--- config.mk ---
export PLATFORM = sky130hd
export DESIGN_NAME = imem_loader
export DESIGN_NICKNAME = d
export VERILOG_FILES = /design/src/rtl/imem_loader_pkg.sv /design/src/rtl/imem_loader_byte_packer.sv /design/src/rtl/imem_loader.sv
export SDC_FILE = /design/constraint.sdc
export NUM_CORES = 1
export LEC_CHECK = 0
export BUFFER_PORTS_ARGS = -buffer_cell sky130_fd_sc_hd__buf_2
export CAP_MARGIN = 20
export CORE_UTILIZATION = 55
export DETAILED_ROUTE_END_ITERATION = 12
export PLACE_DENSITY = 0.84
export SYNTH_ARGS = -nofsm -noshare
export SYNTH_HDL_FRONTEND = slang
export SYNTH_SLANG_ARGS = --single-unit
--- constraint.sdc ---
create_clock -name clk -period 3.3 [get_ports clk]
set_clock_uncertainty 0.1 [all_clocks]
set_input_delay 0.33 -clock clk [delete_from_list [all_inputs] [get_ports clk]]
set_output_delay 0.33 -clock clk [all_outputs]
set_load 0.01 [all_outputs]
--- src/rtl/imem_loader_pkg.sv ---
// Shared types and helpers for the instruction-memory boot loader.
// Holds the loader FSM states, the byte-lane count and the word-counter width rule.
package loader_pkg;

  typedef enum logic [1:0] {
    LEN   = 2'd0,
    DATA  = 2'd1,
    DONE  = 2'd2,
    ERROR = 2'd3
  } state_e;

  localparam int LANES = 4;

  // One extra bit so a count equal to the full memory depth is representable.
  function automatic int wordCountWidth(input int addrWidth);
    return addrWidth + 1;
  endfunction

endpackage

--- src/rtl/imem_loader_byte_packer.sv ---
// Packs a byte stream into little-endian 32-bit words; the first byte lands in [7:0].
// word_valid_o is asserted combinationally while the lane-3 byte is being accepted.
module byte_packer
  import loader_pkg::*;
(
  input  logic        clk,
  input  logic        rst_n,
  input  logic        in_valid_i,
  input  logic [7:0]  in_data_i,
  output logic [31:0] word_o,
  output logic        word_valid_o
);

  logic [1:0]  lane_q;
  logic [1:0]  lane_d;
  logic [23:0] partial_q;
  logic [23:0] partial_d;

  always_comb begin
    lane_d    = lane_q;
    partial_d = partial_q;
    if (in_valid_i) begin
      lane_d = lane_q + 2'd1;
      case (lane_q)
        2'd0:    partial_d[7:0]   = in_data_i;
        2'd1:    partial_d[15:8]  = in_data_i;
        2'd2:    partial_d[23:16] = in_data_i;
        default: partial_d        = partial_q;
      endcase
    end
  end

  always_ff @(posedge clk or negedge rst_n) begin
    if (!rst_n) begin
      lane_q    <= 2'd0;
      partial_q <= 24'd0;
    end else begin
      lane_q    <= lane_d;
      partial_q <= partial_d;
    end
  end

  assign word_o       = {in_data_i, partial_q};
  assign word_valid_o = in_valid_i && (lane_q == 2'(LANES - 1));

endmodule

--- src/rtl/imem_loader.sv ---
// Boot-time loader: reads a length header and payload from the host link, writes
// the words to instruction memory and releases the CPU reset once the image is in.
module imem_loader
  import loader_pkg::*;
#(
  parameter int          ADDR_WIDTH = 12,
  parameter logic [31:0] BASE_ADDR  = 32'h0000_0000
) (
  input  logic        clk,
  input  logic        rst_n,
  input  logic        rx_valid,
  input  logic [7:0]  rx_data,
  output logic        rx_ready,
  output logic        mem_we,
  output logic [31:0] mem_addr,
  output logic [31:0] mem_wdata,
  output logic        cpu_rst_n,
  output logic        done,
  output logic        error
);

  localparam int          CW    = wordCountWidth(ADDR_WIDTH);
  localparam logic [32:0] DEPTH = 33'd1 << ADDR_WIDTH;

  state_e          state_q, state_d;
  logic [CW-1:0]   word_idx_q, word_idx_d;
  logic [CW-1:0]   nwords_q, nwords_d;
  logic            mem_we_q, mem_we_d;
  logic [31:0]     mem_addr_q, mem_addr_d;
  logic [31:0]     mem_wdata_q, mem_wdata_d;
  logic            cpu_rst_n_q, cpu_rst_n_d;
  logic            done_q, done_d;
  logic            error_q, error_d;

  logic            accept;
  logic [31:0]     word;
  logic            word_valid;
  logic [CW-1:0]   idx_next;

  // Ready comes only from registered state so it never loops back through rx_valid.
  assign rx_ready = (state_q == LEN) || (state_q == DATA);
  assign accept   = rx_valid && rx_ready;
  assign idx_next = word_idx_q + CW'(1);

  byte_packer u_packer (
    .clk          (clk),
    .rst_n        (rst_n),
    .in_valid_i   (accept),
    .in_data_i    (rx_data),
    .word_o       (word),
    .word_valid_o (word_valid)
  );

  always_comb begin
    state_d     = state_q;
    word_idx_d  = word_idx_q;
    nwords_d    = nwords_q;
    mem_we_d    = 1'b0;
    mem_addr_d  = mem_addr_q;
    mem_wdata_d = mem_wdata_q;
    cpu_rst_n_d = cpu_rst_n_q;
    done_d      = done_q;
    error_d     = error_q;
    case (state_q)
      LEN: begin
        if (word_valid) begin
          if (word == 32'd0) begin
            state_d     = DONE;
            done_d      = 1'b1;
            cpu_rst_n_d = 1'b1;
          end else if ({1'b0, word} > DEPTH) begin
            state_d = ERROR;
            error_d = 1'b1;
          end else begin
            state_d  = DATA;
            nwords_d = word[CW-1:0];
          end
        end
      end
      DATA: begin
        if (word_valid) begin
          mem_we_d    = 1'b1;
          mem_wdata_d = word;
          mem_addr_d  = BASE_ADDR + 32'({word_idx_q, 2'b00});
          word_idx_d  = idx_next;
          if (idx_next == nwords_q) begin
            state_d = DONE;
            done_d  = 1'b1;
          end
        end
      end
      // Releasing one cycle into DONE lands the release just after the last write strobe.
      DONE: cpu_rst_n_d = 1'b1;
      default: ;
    endcase
  end

  always_ff @(posedge clk or negedge rst_n) begin
    if (!rst_n) begin
      state_q     <= LEN;
      word_idx_q  <= '0;
      nwords_q    <= '0;
      mem_we_q    <= 1'b0;
      mem_addr_q  <= BASE_ADDR;
      mem_wdata_q <= 32'd0;
      cpu_rst_n_q <= 1'b0;
      done_q      <= 1'b0;
      error_q     <= 1'b0;
    end else begin
      state_q     <= state_d;
      word_idx_q  <= word_idx_d;
      nwords_q    <= nwords_d;
      mem_we_q    <= mem_we_d;
      mem_addr_q  <= mem_addr_d;
      mem_wdata_q <= mem_wdata_d;
      cpu_rst_n_q <= cpu_rst_n_d;
      done_q      <= done_d;
      error_q     <= error_d;
    end
  end

  assign mem_we    = mem_we_q;
  assign mem_addr  = mem_addr_q;
  assign mem_wdata = mem_wdata_q;
  assign cpu_rst_n = cpu_rst_n_q;
  assign done      = done_q;
  assign error     = error_q;

endmodule

### Word level (Yosys, flattened, before mapping)

Index checks and enable logic that the tools add are counted.

| operators by class | value |
|---|---|
| $add $sub $neg | 2 |
| $lt $le $gt $ge | 1 |
| equality and inequality tests | 10 |
| multiplexer cells | 14 |
| bitwise gates (word level) | 2 |
| reductions and logical operators | 17 |

Operators by type and width:

| kind | count |
|---|---|
| greater-than comparator 32 x 13 -> 1 bit, second input constant | 1 |
| zero test 32 bit | 1 |
| adder 13 x 1 -> 13 bit, second input constant | 1 |
| equality test 13 bit | 1 |
| AND reduction 4 bit | 3 |
| 2-to-1 mux 2 bit | 5 |
| inequality test 2 x 1 -> 1 bit, second input constant | 4 |
| AND reduction 2 bit | 4 |
| equality test 2 bit, second input constant | 3 |
| 2-to-1 mux 1 bit | 6 |
| AND reduction 5 bit | 1 |
| equality test 2 x 1 -> 1 bit, second input constant | 2 |
| zero test 2 bit | 2 |
| one-hot mux 1 bit (2 select lines) | 2 |
| one-hot mux 2 bit (2 select lines) | 1 |
| nonzero test 2 bit | 2 |
| AND reduction 3 bit | 1 |
| adder 2 x 1 -> 2 bit, second input constant | 1 |
| logical AND 1 bit | 2 |
| inverter 1 bit | 2 |
| logical OR 1 bit | 1 |

| word-level totals | value |
|---|---|
| bits in registers | 103 |
| bits of input ports | 11 |
| output and inout bits | 69 |
| word-level logic and storage cells | 59 |

### Logic depth before layout (Yosys ltp)

| logic depth | value |
|---|---|
| word-level depth | 6 |
| depth in mapped cells | 9 |
| mapped depth without buffers | 7 |

### Cells and area by module

From an unflattened synthesis, not the netlist that was laid out.

| second synthesis, totals | value |
|---|---|
| cell total of the unflattened synthesis | 455 |
| area total of the unflattened synthesis | 4849.7 µm² |

By module, submodules not included:

| module | instances | cells each | area an instance (µm²) | sequential area each (µm²) |
|---|---|---|---|---|
| imem_loader | 1 | 383 | 3624.7 | 1926.8 |
| byte_packer | 1 | 72 | 1224.9 | 650.6 |

### Worst setup path after synthesis

No wires, ideal clock.

| path | value |
|---|---|
| path kind | register to register |
| start | register word_idx_q[1] |
| end | register state_q[0] |
| library setup time | 124 ps |
| arrival | 2301 ps |
| required time | 3076 ps |
| slack | 775 ps |
| cell stages (with the launch flop) | 8 |
| clock period less this slack | 2525 ps |
| path through | dfrtp_1 ha_1 buf_6 or4_4 a211oi_2 nor3_1 or4_4 o31a_1 |

| between the ends | value |
|---|---|
| longest elaborated chain between the ends | 4 |

RTL lines:

| item | line | text |
|---|---|---|
| start, declared | imem_loader.sv:26 | `logic [CW-1:0] word_idx_q, word_idx_d;` |
| start signal, assigned | imem_loader.sv:111 | `word_idx_q <= word_idx_d;` |
| adder 13 x 1 -> 13 bit | imem_loader.sv:43 | `assign idx_next = word_idx_q + CW'(1);` |
| equality test 13 bit | imem_loader.sv:86 | `if (idx_next == nwords_q) begin` |
| inequality test 2 x 1 -> 1 bit (no source line) | -- |  |
| AND reduction 4 bit (no source line) | -- |  |
| end signal, assigned | imem_loader.sv:110 | `state_q <= state_d;` |
| end, declared | imem_loader.sv:25 | `state_e state_q, state_d;` |

No other way between the ends.
A chain may end at the register's enable or synchronous reset.

### Final worst setup path

| path | value |
|---|---|
| start | register word_idx_q[0] |
| end | register state_q[0] |

The elaborated chain is that of the path after synthesis.

==> metrics.md <==
| Metric | Value |
|---|---|
| Postcts setup bufs | `0` |
| Fillers | `663` |
| Top_reg_cell synth | `dfrtp_1` |
| Gr ovfl total | `0` |
| EDFF count, synth | `0` |
| Clock transition at path regs | `0.10 ns` |
| FFs w/ async S/R, synth | `1.00` |
| Via/cell ratio | `5.32` |
| Core Region | `8300 um2` |
| Remaining antenna violation count | `0` |
| Max-slew headroom | `0.542` |
| Flop-to-flop setup slack | `0.56 ns` |
| Total global-route track usage | `0.229` |
| Endpoints failing setup | `0` |
| Hpwl dp | `6.83 mm` |
| Worst vdd ir | `0.000181 V` |
| Max_cap viols | `0` |
| Rows | `33` |
| CTS tree | `built` |
| Most common cell after layout, fill and taps aside | `nand2_1` |
| Min-Delay Path Class | `in -> reg` |
| Cell Pwr Density | `388 nW/um2` |
| Area growth syn-to-layout | `9.56%` |
| CP Data Required Time | `3.46 ns` |
| Yosys top cell area share | `0.539` |
| CP startpoint | `word_idx_q[0]` |
| Largest cells by area after synthesis | `dfrtp_1 (54%), nand2_1 (12%), mux2_2 (8.7%), buf_4 (3.3%), xnor2_1 (2.6%)` |
| # DRC | `0` |
| Setup CP Type | `reg -> reg` |
| Effective utilization at floorplan | `0.576` |
| Gp weighted congestion | `0.893` |
| Initial antenna violation count | `0` |
| Final period util | `0.831` |
| CP arrival | `2.90 ns` |
| Status | `completed` |
| First-pass GRT wire length | `15.6 mm` |
| Register area | `2580 um2` |
| Final hold violations | `0` |
| Share of layout cells above drive strength 1 | `0.247` |
| Post-Synthesis Cells | `467` |
| Hold_ws | `0.112 ns` |
| Max-slew violation count | `0` |
| Full die area | `9060 um2` |
| Clk_lat worst skew | `0.37 ns` |
| Vias in the first global route | `3234` |
| Critical Path Sink Type | `register` |
| Post-synthesis sequential area ratio | `0.539` |
| Mapped Area | `4780 um2` |
| Crit start category | `register` |
| Clock Tree Buf Depth | `2` |
| Worst Hold Launch | `rx_data[1]` |
| TritonCTS Sinks | `103` |
| Vias post-DR | `3354` |
| Max Fanout on Critical Path | `10` |
| Final instance area | `5240 um2` |
| Diodes inserted | `0` |
| Fmax | `0.365 GHz` |
| WL/cell | `15.0 um` |
| Drt first pass iters | `4` |
| RSZ-0062 raised after global routing | `no` |
| Die H | `95.2 um` |
| Lkg Pwr | `2.89 nW` |
| YS warnings | `0` |
| Final WL | `9.47 mm` |
| Root Driver | `clkbuf_8` |
| Largest net degree at the start of global routing | `56` |
| Port Buffers | `60` |
| Most frequent cells in the layout | `nand2_1 (149), dfrtp_1 (103), buf_2 (59)` |
| Worst reg2reg path startpoint | `word_idx_q[0]` |
| Area of the multi-input gates | `1960 um2` |
| Chip width | `95.2 um` |
| Worst slew pin tran | `0.688 ns` |
| Number of synthesized register bits | `103` |
| Post-DP Area | `5050 um2` |
| Max H-tree Level | `3` |
| Setup_tns | `0 ns` |
| # nets final | `537` |
| Boundary pin count | `80` |
| Drt first-iter violations | `136` |
| Post-Syn Area per Cell | `10.2 um2` |
| Dominant cell type by area after synthesis | `dfrtp_1` |
| Synth cell types | `52` |
| Min Clock Period, post-route | `2.74 ns` |
| Number of buffers created by CTS | `9` |
what timing repair did:
item	4_1_cts	5_1_grt
hold buffers	1	0
endpoints found under the hold margin	53	0
resized for setup	0	0
worst max-delay path, stage by stage (launching register included):
cell and delay (ns):
dfrtp_1 0.50, ha_1 0.36, or4_4 0.57, a211oi_2 0.19, nor3_1 0.08, or4_4 0.56, o31a_1 0.26
registers in the layout, summed over array words and instances (netlist names):
name                count
mem_we                  1
mem_wdata              32
word_idx_q             13
u_packer.lane_q         2
nwords_q               13
done                    1
cpu_rst_n               1
error                   1
mem_addr               13
state_q                 2
u_packer.partial_q     24
stage by stage:
stage          power, mW  std cells  setup WS [ns]  utilization
2_1_floorplan       1.32        485          0.775            -
3_3_place_gp        1.34        614          0.654        0.609
3_5_place_dp        1.34        614          0.594        0.609
4_1_cts             2.05        631          0.571        0.631
5_1_grt             2.11        631          0.438        0.631
6_report            2.03        631          0.557        0.631
synth_stat cells, types with 2 or more instances:
library cell  count
inv_1             8
o21ai_0           8
or2_2             2
a211o_1           2
dfrtp_1         103
a211oi_1          2
buf_6             2
a31oi_1           2
nand2_1         150
and2_1            3
clkbuf_8          2
buf_4            21
o211ai_1          5
mux2_2           37
or3_1             2
nand4_1           6
nor2_1            6
nand3_1           7
nor3_1           13
nor4_1            8
ha_1              5
buf_2             2
o21bai_1          2
a21oi_1           3
o31a_1            2
xnor2_1          14
or4_4             2
clkbuf_1         15
xor2_1           10
cell type report:
class	instances	area share
Inverter	8	0.00574
Clock buffer	10	0.0244
Sequential cell	103	0.492
Clock inverter	6	0.00884
Multi-Input combinational cell	331	0.374
Timing Repair Buffer	68	0.0698
Tap cell	105	0.0251
power breakdown:
group | switching [mW] | internal, mW | total (mW)
clock network | 0.434 | 0.278 | 0.712
logic | 0.0447 | 0.00983 | 0.0545
registers | 0.00107 | 1.26 | 1.26
metal layers:
layer / part of all wire / wire [um] / global-route usage
met1: 0.45 / 4230 / 0.302
met2: 0.49 / 4610 / 0.370
met3: 0.050 / 469 / 0.0502
met4: 0.017 / 159 / 0.0884
met5: 0 / 0 / 0
cell families (layout without fill, tap and decap cells):
logic type / after synthesis / count (layout) / synth area share
compound gates: 33 / 33 / 0.0484
buf+inv: 51 / 92 / 0.0657
xor+xnor: 25 / 25 / 0.0474
flops: 103 / 103 / 0.539
simple gates: 211 / 211 / 0.196
other cells: 1 / 19 / 0.000785
fa+ha+maj: 5 / 5 / 0.0131
mux: 38 / 38 / 0.0893
final timing paths:
kind | cells past startpoint | to
max reg2reg | 6 | state_q[0]
max in group asynchronous | 3 | mem_wdata[14]
min in group asynchronous | 2 | mem_addr[3]
min reg2reg | 1 | error
min | 3 | mem_wdata[25]
max | 6 | state_q[0]
No activity file was read; power rests on OpenSTA's default activity.
